===== src/rtl/matrix_scan_driver_pkg.sv =====
// Shared types and constants for the 5x7 matrix scan driver.
// Pixel numbering is column-major: index = col*rows + row.
package matrix_pkg;
    localparam int MATRIX_ROWS = 7;
    localparam int MATRIX_COLS = 5;
    localparam int MATRIX_PIX  = MATRIX_ROWS * MATRIX_COLS;

    typedef enum logic [1:0] {
        ST_IDLE  = 2'd0,
        ST_BLANK = 2'd1,
        ST_DRIVE = 2'd2
    } scan_state_e;

    function automatic int pix_idx(input int col, input int row,
                                   input int rows = MATRIX_ROWS);
        return col * rows + row;
    endfunction
endpackage


===== src/rtl/matrix_scan_driver_if.sv =====
// Decoder-to-driver bundle: pixel map in, column/row drive out.
// blinkMask is present only when MATRIX_BLINK_EN is defined.
interface matrix_scan_driver_if
    import matrix_pkg::*;
#(
    parameter int COLUNE_SIZE   = MATRIX_ROWS,
    parameter int TOTAL_COLUNES = MATRIX_COLS,
    parameter int DATA_WIDTH    = MATRIX_PIX
);
    logic                     enable;
    logic [DATA_WIDTH-1:0]    mapIn;
`ifdef MATRIX_BLINK_EN
    logic [DATA_WIDTH-1:0]    blinkMask;
`endif
    logic [TOTAL_COLUNES-1:0] colOut;
    logic [COLUNE_SIZE-1:0]   rowOut;
    logic                     frameStart;

`ifdef MATRIX_BLINK_EN
    modport master (output enable, mapIn, blinkMask, input colOut, rowOut, frameStart);
    modport slave  (input enable, mapIn, blinkMask, output colOut, rowOut, frameStart);
`else
    modport master (output enable, mapIn, input colOut, rowOut, frameStart);
    modport slave  (input enable, mapIn, output colOut, rowOut, frameStart);
`endif
endinterface


===== src/rtl/matrix_scan_driver_scan_prescaler.sv =====
// Loadable terminal-count counter: load restarts at 0 with a new terminal,
// clear zeroes the count, and counting stops at the terminal value.
module scan_prescaler #(
    parameter int W = 2
) (
    input  logic         clk,
    input  logic         rst_n,
    input  logic         i_clr,
    input  logic         i_load,
    input  logic [W-1:0] i_term,
    input  logic         i_en,
    output logic         o_tc
);
    logic [W-1:0] r_cnt;
    logic [W-1:0] r_term;

    assign o_tc = (r_cnt == r_term);

    always_ff @(posedge clk or negedge rst_n) begin
        if (!rst_n) begin
            r_cnt  <= '0;
            r_term <= '0;
        end else if (i_clr) begin
            r_cnt  <= '0;
        end else if (i_load) begin
            r_cnt  <= '0;
            r_term <= i_term;
        end else if (i_en && !o_tc) begin
            r_cnt  <= r_cnt + W'(1);
        end
    end
endmodule


===== src/rtl/matrix_scan_driver.sv =====
// Column-multiplexed 5x7 LED scan driver with per-frame double buffering.
// Optional blink feature enabled by defining MATRIX_BLINK_EN.
module matrix_scan_driver
    import matrix_pkg::*;
#(
    parameter int COLUNE_SIZE   = MATRIX_ROWS,
    parameter int TOTAL_COLUNES = MATRIX_COLS,
    parameter int DATA_WIDTH    = MATRIX_PIX,
    parameter int SCAN_DIV      = 50000,
    parameter int BLANK_CYCLES  = 8,
    parameter int BLINK_FRAMES  = 16
) (
    input  logic                 clk,
    input  logic                 reset,
    matrix_scan_driver_if.slave  bus
);
    localparam int CW   = (TOTAL_COLUNES > 1) ? $clog2(TOTAL_COLUNES) : 1;
    localparam int MAXC = (SCAN_DIV > BLANK_CYCLES) ? SCAN_DIV : BLANK_CYCLES;
    localparam int PW   = (MAXC > 1) ? $clog2(MAXC) : 1;

    scan_state_e              r_state, w_state_nxt;
    logic [CW-1:0]            r_col, w_col_nxt;
    logic [DATA_WIDTH-1:0]    r_frame;
    logic [DATA_WIDTH-1:0]    w_frame_eff;
    logic [TOTAL_COLUNES-1:0] r_colOut;
    logic [COLUNE_SIZE-1:0]   r_rowOut;
    logic                     r_frameStart;
    logic                     w_latch, w_load, w_clr, w_cnt_en, w_tc;
    logic [PW-1:0]            w_term;
    logic [TOTAL_COLUNES-1:0] w_onehot;
    logic [TOTAL_COLUNES-1:0][COLUNE_SIZE-1:0] w_cols;

    scan_prescaler #(.W(PW)) u_presc (
        .clk    (clk),
        .rst_n  (reset),
        .i_clr  (w_clr),
        .i_load (w_load),
        .i_term (w_term),
        .i_en   (w_cnt_en),
        .o_tc   (w_tc)
    );

    // enable low overrides every counter transition on the same edge
    always_comb begin
        w_state_nxt = r_state;
        w_col_nxt   = r_col;
        w_latch     = 1'b0;
        w_load      = 1'b0;
        w_clr       = 1'b0;
        w_cnt_en    = 1'b0;
        w_term      = PW'(BLANK_CYCLES - 1);
        if (!bus.enable) begin
            w_state_nxt = ST_IDLE;
            w_col_nxt   = '0;
            w_clr       = 1'b1;
        end else begin
            case (r_state)
                ST_IDLE: begin
                    w_state_nxt = ST_BLANK;
                    w_col_nxt   = '0;
                    w_latch     = 1'b1;
                    w_load      = 1'b1;
                end
                ST_BLANK: begin
                    if (w_tc) begin
                        w_state_nxt = ST_DRIVE;
                        w_load      = 1'b1;
                        w_term      = PW'(SCAN_DIV - 1);
                    end else begin
                        w_cnt_en    = 1'b1;
                    end
                end
                ST_DRIVE: begin
                    if (w_tc) begin
                        w_state_nxt = ST_BLANK;
                        w_load      = 1'b1;
                        if (r_col == CW'(TOTAL_COLUNES - 1)) begin
                            w_col_nxt = '0;
                            w_latch   = 1'b1;
                        end else begin
                            w_col_nxt = r_col + CW'(1);
                        end
                    end else begin
                        w_cnt_en    = 1'b1;
                    end
                end
                default: w_state_nxt = ST_IDLE;
            endcase
        end
    end

`ifdef MATRIX_BLINK_EN
    localparam int FW = (BLINK_FRAMES > 1) ? $clog2(BLINK_FRAMES) : 1;
    logic [DATA_WIDTH-1:0] r_mask;
    logic [FW-1:0]         r_fcnt;
    logic                  r_phase;

    // a latch out of IDLE is frame 0, so the blink cadence restarts there
    always_ff @(posedge clk or negedge reset) begin
        if (!reset) begin
            r_mask  <= '0;
            r_fcnt  <= '0;
            r_phase <= 1'b0;
        end else if (w_latch) begin
            r_mask <= bus.blinkMask;
            if (r_state == ST_IDLE) begin
                r_fcnt  <= '0;
                r_phase <= 1'b0;
            end else if (r_fcnt == FW'(BLINK_FRAMES - 1)) begin
                r_fcnt  <= '0;
                r_phase <= ~r_phase;
            end else begin
                r_fcnt  <= r_fcnt + FW'(1);
            end
        end
    end

    assign w_frame_eff = r_frame | (r_mask & {DATA_WIDTH{r_phase}});
`else
    localparam int unused_blink_frames = BLINK_FRAMES;
    assign w_frame_eff = r_frame;
`endif

    for (genvar c = 0; c < TOTAL_COLUNES; c++) begin : g_col
        for (genvar r = 0; r < COLUNE_SIZE; r++) begin : g_row
            assign w_cols[c][r] = w_frame_eff[pix_idx(c, r, COLUNE_SIZE)];
        end
    end

    assign w_onehot = TOTAL_COLUNES'(1) << r_col;

    // outputs are computed from next state so they appear with the state they belong to
    always_ff @(posedge clk or negedge reset) begin
        if (!reset) begin
            r_state      <= ST_IDLE;
            r_col        <= '0;
            r_frame      <= '1;
            r_colOut     <= '0;
            r_rowOut     <= '1;
            r_frameStart <= 1'b0;
        end else begin
            r_state      <= w_state_nxt;
            r_col        <= w_col_nxt;
            r_frameStart <= w_latch;
            if (w_latch)
                r_frame <= bus.mapIn;
            if (w_state_nxt == ST_DRIVE) begin
                r_colOut <= w_onehot;
                r_rowOut <= w_cols[r_col];
            end else begin
                r_colOut <= '0;
                r_rowOut <= '1;
            end
        end
    end

    assign bus.colOut     = r_colOut;
    assign bus.rowOut     = r_rowOut;
    assign bus.frameStart = r_frameStart;
endmodule


===== src/flat_wrapper.sv =====
// flat-port wrapper written by rule: the top's interface ports become plain ports
module matrix_scan_driver_flat import matrix_pkg::*;
#(
    parameter int COLUNE_SIZE   = MATRIX_ROWS,
    parameter int TOTAL_COLUNES = MATRIX_COLS,
    parameter int DATA_WIDTH    = MATRIX_PIX,
    parameter int SCAN_DIV      = 50000,
    parameter int BLANK_CYCLES  = 8,
    parameter int BLINK_FRAMES  = 16
)
  (clk, reset, bus_enable, bus_mapIn, bus_colOut, bus_rowOut, bus_frameStart);
  matrix_scan_driver_if #(.COLUNE_SIZE(COLUNE_SIZE), .TOTAL_COLUNES(TOTAL_COLUNES), .DATA_WIDTH(DATA_WIDTH)) bus_i ();
  input  logic clk;
  input  logic reset;
  input wire logic [$bits(bus_i.enable)-1:0] bus_enable;
  input wire logic [$bits(bus_i.mapIn)-1:0] bus_mapIn;
  output wire logic [$bits(bus_i.colOut)-1:0] bus_colOut;
  output wire logic [$bits(bus_i.rowOut)-1:0] bus_rowOut;
  output wire logic [$bits(bus_i.frameStart)-1:0] bus_frameStart;
  assign bus_i.enable = bus_enable;
  assign bus_i.mapIn = bus_mapIn;
  assign bus_colOut = bus_i.colOut;
  assign bus_rowOut = bus_i.rowOut;
  assign bus_frameStart = bus_i.frameStart;
  matrix_scan_driver #(.COLUNE_SIZE(COLUNE_SIZE), .TOTAL_COLUNES(TOTAL_COLUNES), .DATA_WIDTH(DATA_WIDTH), .SCAN_DIV(SCAN_DIV), .BLANK_CYCLES(BLANK_CYCLES), .BLINK_FRAMES(BLINK_FRAMES)) u_core (.clk(clk), .reset(reset), .bus(bus_i));
endmodule

===== config.mk =====
export PLATFORM = sky130hd
export DESIGN_NAME = matrix_scan_driver_flat
export DESIGN_NICKNAME = d
export VERILOG_FILES = /design/src/rtl/matrix_scan_driver_pkg.sv /design/src/rtl/matrix_scan_driver_if.sv /design/src/rtl/matrix_scan_driver_scan_prescaler.sv /design/src/rtl/matrix_scan_driver.sv /design/src/flat_wrapper.sv
export SDC_FILE = /design/constraint.sdc
export NUM_CORES = 1
export LEC_CHECK = 0
export BUFFER_PORTS_ARGS = -buffer_cell sky130_fd_sc_hd__buf_2
export CAP_MARGIN = 20
export CORE_ASPECT_RATIO = 1.5
export CORE_UTILIZATION = 43
export DETAILED_ROUTE_END_ITERATION = 12
export PLACE_DENSITY = 0.59
export SYNTH_ARGS = -nofsm -noshare
export SYNTH_HDL_FRONTEND = slang
export SYNTH_SLANG_ARGS = --single-unit

===== constraint.sdc =====
create_clock -name clk -period 3.05 [get_ports clk]
set_clock_uncertainty 0.05 [all_clocks]
set_input_delay 0.4575 -clock clk [delete_from_list [all_inputs] [get_ports clk]]
set_output_delay 0.4575 -clock clk [all_outputs]
set_load 0.01 [all_outputs]

Word level (Yosys, flattened, before mapping)
Cells that the tools add are included.

word-level totals
  flip-flop bits (word level) = 85
  latch bits = 0
  bits in writable memories = 0
  memory bits (read-only) = 0
  input bits = 38
  word-level logic and storage cells = 53
  memories kept = 0

operators by class
  $add $sub $neg = 2
  multiply operators = 0
  div/mod/pow operators = 0
  order comparisons = 1
  equality and inequality tests = 8
  shift-type cells = 1
  mux-type cells = 27
  bitwise logic cells = 0
  reduce and logical (&&, ||, !) cells = 6

operator list
  operator                                                              number
  16-bit two-way mux                                                    5
  7-bit binary-select mux with 3-bit select                             1
  16-bit by 1-bit adder with 16-bit output, second input constant       1
  16-bit == test                                                        1
  7-bit two-way mux                                                     2
  3-bit two-way mux                                                     3
  1-bit two-way mux                                                     8
  2-bit two-way mux                                                     3
  3-bit by 1-bit != test with 1-bit output, second input constant       2
  2-bit case mux with 3 select lines                                    1
  3-bit case mux with 2 select lines                                    1
  5-bit two-way mux                                                     1
  1-bit by 3-bit << shifter with 5-bit output, first input constant     1
  2-bit == test, second input constant                                  2
  3-bit by 4-bit < comparator with 1-bit output, second input constant  1
  1-bit case mux with 2 select lines                                    2
  2-bit AND reduction                                                   2
  3-bit by 1-bit adder with 3-bit output, second input constant         1
  3-bit == test, second input constant                                  1
  3-bit != test, second input constant                                  1
  2-bit by 1-bit == test with 1-bit output, second input constant       1
  2-bit logical NOT                                                     1
  2-bit OR reduction                                                    1
  1-bit logical AND                                                     1
  1-bit logical NOT                                                     1

Longest topological paths before layout
  depth in word-level cells = 8
  gate-level depth with buffers = 8

Hierarchy
A second synthesis with hierarchy kept.

second synthesis, totals
  cells, all modules = 329
  area, all modules = 4177.8 sq um

by module, submodules not included
  module              instances  cells each  area each (sq um)  seq. area each (sq um)
  matrix_scan_driver  1          178         2493.6             1378.8
  scan_prescaler      1          151         1684.1             800.8

Worst setup path before layout
Ideal clock, no wire load.

  kind = register -> register
  start point = register u_core.u_presc.r_cnt[2]
  end point = register u_core.r_frame[10]
  setup time = 0.082 ns
  arrival = 2.361 ns
  required time = 2.918 ns
  slack = 0.556 ns
  stages on the path, launching flop included = 7
  buffers on the path = 1
  period minus slack after synthesis = 2.494 ns
  path through = dfrtp_1 > or4_1 > a211oi_4 > nand3_4 > o21ai_4 > buf_12 > mux2_4

on the way
  word-level cells in the longest chain between the ends = 4

ends and longest elaborated chain
  what                                RTL line                                 source
  start: declaration                  matrix_scan_driver_scan_prescaler.sv:14  logic [W-1:0] r_cnt;
  start signal: assignment            matrix_scan_driver_scan_prescaler.sv:29  r_cnt <= r_cnt + W'(1);
  16-bit == test                      matrix_scan_driver_scan_prescaler.sv:17  assign o_tc = (r_cnt == r_term);
  1-bit two-way mux                   matrix_scan_driver.sv:74                 if (w_tc) begin
  1-bit case mux with 2 select lines  matrix_scan_driver.sv:57                 case (r_state)
  1-bit two-way mux                   matrix_scan_driver.sv:52                 if (!bus.enable) begin
  end signal: assignment              matrix_scan_driver.sv:146                r_frame <= bus.mapIn;
  end: declaration                    matrix_scan_driver.sv:23                 logic [DATA_WIDTH-1:0] r_frame;

Every way passes these cells.
A chain may end at the register's enable or synchronous reset.

Worst setup path after layout
  start point = register u_core.u_presc.r_cnt[2]
  end point = register u_core.r_frame[4]

Same word-level chain as after synthesis.

==> key figures <==
Detailed routing
  • Drt wl/cell: roughly 16 um
  • Drt drc: 0
  • DRT Pass-1 Iters: 4
  • WL met1: 2930 um
  • Initial DRC Count: around 100
  • Antenna-violating nets left: 0
  • Top Layer Used: met4
  • Via-to-Cell Ratio: 5.42
  • Metal2 WL: between 3000 and 4000 um
  • Routed wl met3: ~300 um
  • Via Count: ~2,400
  • Drt total wl: between 7000 and 8000 um

Critical path
  • Worst-path fanout max: 12
  • Crit path DAT: ~2.8 ns
  • Crit path cell chain: or4_1, a211oi_4, nand3_4, o21ai_4, buf_4, mux2_2
  • Startpoint types: flip-flop
  • Endpoint class of the critical path: flip-flop
  • Slowest cell delay on critical path: around 0.59 ns
  • Slowest cell on the critical path: or4_1
  • Setup CP Type: reg -> reg
  • Req. time, crit path: 3.25 ns

Clock tree
  • Clk_lat worst skew: ~0.33 ns
  • H-tree depth: 3
  • Setup Buffers After CTS: 0
  • # hold bufs at CTS: 0
  • Cts bufs inserted: 9
  • CTS max path bufs: 2
  • Clk slew on worst S/H paths: ~0.06 ns
  • Root buffer cell: clkbuf_16
  • Gates resized, CTS repair: 0
  • Clock sink total: 71
  • CTS tree: built

Logic synthesis
  • Leading post-synthesis cells by cell area: dfstp_2 (31%), dfrtp_1 (20%), mux2_4 (12%)
  • Synth Area in Compound Gates: around 8.0%
  • Syn Inst Count: between 200 and 300
  • Simple-gate share of the synthesized area: between 10% and 20%
  • Sequential cell area fraction in the yosys report: 51.2%
  • Synth Area in Adders: approximately 3.5%
  • Largest family of logic cells by synthesized area: multiplexers
  • Mapped Area: ~3600 sq um
  • Syn_area_per_cell: roughly 13 sq um
  • Post-synth top area cell: dfstp_2
  • Number of synthesized flops with an enable pin: 0
  • Primary FF master, synth: dfstp_2
  • Yosys cell types: 43
  • Multiplexer share of the synthesized area: approximately 19%
  • Asr flop ratio synth: between 90% and 100%
  • Syn. warnings: 0
  • XOR/XNOR share of the synthesized area: around 2.9%
  • Yosys top cell area share: between 30% and 40%
  • Seq cells post-synth: 71
  • Mapped Nets: around 320

Floorplan
  • Die Ht: 114 um
  • Top-Level Pins: 51
  • Number of core rows: 40
  • Die width: about 76 um
  • CORE AREA: approximately 8000 sq um
  • Starting Density: roughly 45%
  • Die area: 8680 sq um

STA
  • Worst rel slew slack: 50.0%
  • Setup TNS: 0 ns
  • Final period utilization: roughly 85%
  • # setup viols final: 0
  • Post-layout min period: between 2 and 3 ns
  • Hold Fails Final Rpt: 0
  • RSZ-0062 raised after global routing: false
  • Worst-margin pin slew: about 0.75 ns
  • Fin. max-slew vios: 0
  • Fmax: roughly 380 MHz

Worst hold path
  • HP Class: in -> async

Final layout
  • Final core occ: 52.9%
  • Fill count: a little over 700
  • Final #Nets: 377
  • ANT cells: 0
  • Final instance area: around 4200 sq um
  • Fraction of layout cells with a size suffix above 1: 50.3%
  • Area Overhead vs Synth: 18.8%

Placement
  • GP Congestion: between 0.7 and 0.8
  • Half-perimeter wire length after placement: slightly above 5000 um
  • IO Port Bufs: 50
  • Placed Area: roughly 3900 sq um

Power
  • Overall power: 2390 uW
  • Power per cell area: 564 nW/um^2
  • Peak VDD IR: ~0.34 mV
  • LEAKAGE: 0.00183 uW

GRT
  • Gr ovfl total: 0
  • Pin count of the biggest net entering global routing: 41
  • First-pass GRT wire length: between 10,000 and 15,000 um
  • Number of global-route vias before repair: 2,449
  • Initial antenna violation count: 0
  • All-layer global routing usage: roughly 18%

Job
  • Max_cap viols: 0

Status
  • Outcome: complete, no violations
-- path summary, 6_finish.rpt --
check / cells after the start / end / slack, ns / start
max in group asynchronous: 2 / u_core.r_frame[9]$_DFFE_PN1P_ / 2.09 / reset
worst max register to register: 6 / u_core.r_frame[4]$_DFFE_PN1P_ / 0.45 / u_core.u_presc.r_cnt[2]$_DFFE_PN0P_
min in group clk: 2 / u_core.r_frame[13]$_DFFE_PN1P_ / 0.30 / bus_mapIn[13]
worst min register to register: 1 / u_core.u_presc.r_term[2]$_DFFE_PN0P_ / 0.44 / u_core.u_presc.r_term[2]$_DFFE_PN0P_
worst min-delay path: 1 / u_core.u_presc.r_cnt[12]$_DFFE_PN0P_ / 0.14 / reset
worst max-delay path: 6 / u_core.r_frame[4]$_DFFE_PN1P_ / 0.45 / u_core.u_presc.r_cnt[2]$_DFFE_PN0P_
-- per-layer routing --
| metal | track usage, % | up-vias |
|---|---|---|
| met3 | 4.24 | 14 |
| met5 | 0 | - |
| met1 | 21.2 | 1201 |
| met2 | 32.0 | 57 |
| li1 | - | 1109 |
| met4 | 8.72 | 0 |
-- cell usage in the layout, fill, tap and decap left out, types with 2 or more instances in the layout --
cell	instances
a21oi_1	5
a22oi_1	7
a31oi_1	5
a41oi_1	2
and3_1	4
and3_2	2
and4_1	5
buf_12	2
buf_2	50
buf_4	7
clkbuf_16	10
clkinvlp_4	2
dfrtp_1	29
dfstp_2	42
ha_1	10
inv_1	9
mux2_2	6
mux2_4	29
mux4_2	7
nand2_1	14
nand3_1	13
nand4_1	7
nor2_1	18
nor3_1	3
o21ai_0	7
or3_1	6
or4_1	4
xnor2_1	8
xor2_1	4
-- final cells by class --
class	instances	area (sq um)	share of cell area, %
Multi-Input combinational cell	179	1600	37.8
Clock inverter	5	37.5	0.885
Inverter	9	33.8	0.797
Tap cell	105	131	3.10
Timing Repair Buffer	59	343	8.09
Clock buffer	11	264	6.23
Sequential cell	71	1830	43.2
-- cell usage after synthesis (2+ instances only) --
cell type,n
mux4_2,7
or3_1,6
a21oi_1,5
nand4_1,7
mux2_4,29
a41oi_1,2
buf_12,3
a31oi_1,5
and4_1,5
dfstp_2,42
clkbuf_1,5
nand2_1,14
nor3_1,3
dfrtp_1,29
and3_1,4
xor2_1,4
nor2_1,18
inv_1,9
xnor2_1,8
nand3_1,13
ha_1,10
or4_1,4
a22oi_1,7
o21ai_0,7
mux2_2,6
and3_2,2
-- worst max-delay path: cells and delay by family, from the launching register on --
family          cells  cell delay (ns)
simple gates        2             0.73
compound gates      2             0.65
flops               1             0.43
mux                 1             0.36
buf+inv             1             0.31
-- sequential cells by signal, summed over array words and instances, names as in the netlist --
register / flops
u_core.u_presc.r_term: 2
u_core.u_presc.r_cnt: 16
u_core.r_col: 3
u_core.bus.colOut: 5
u_core.bus.rowOut: 7
u_core.r_frame: 35
u_core.r_state: 2
u_core.bus.frameStart: 1
-- logic make-up after synthesis --
| group | Yosys count |
|---|---|
| AO/OA/AOI/OAI | 36 |
| XOR/XNOR | 12 |
| adder cells (fa/ha/maj) | 10 |
| buffers and inverters | 21 |
| flip-flops | 71 |
| multiplexers | 42 |
| AND/OR/NAND/NOR | 79 |
-- power breakdown --
group          internal [uW]  switching [uW]
clock                    624             394
combinational            154            86.4
sequential              1080            50.4
-- stage by stage --
step	hold WS [ns]	cells	setup WS, ns
6_report	0.142	439	0.450
5_1_grt	0.207	439	0.323
4_1_cts	0.180	439	0.435
3_5_place_dp	0.429	423	0.449
3_3_place_gp	0.431	423	0.473
2_1_floorplan	0.112	271	0.556
Power figures use the tool's default switching activity.
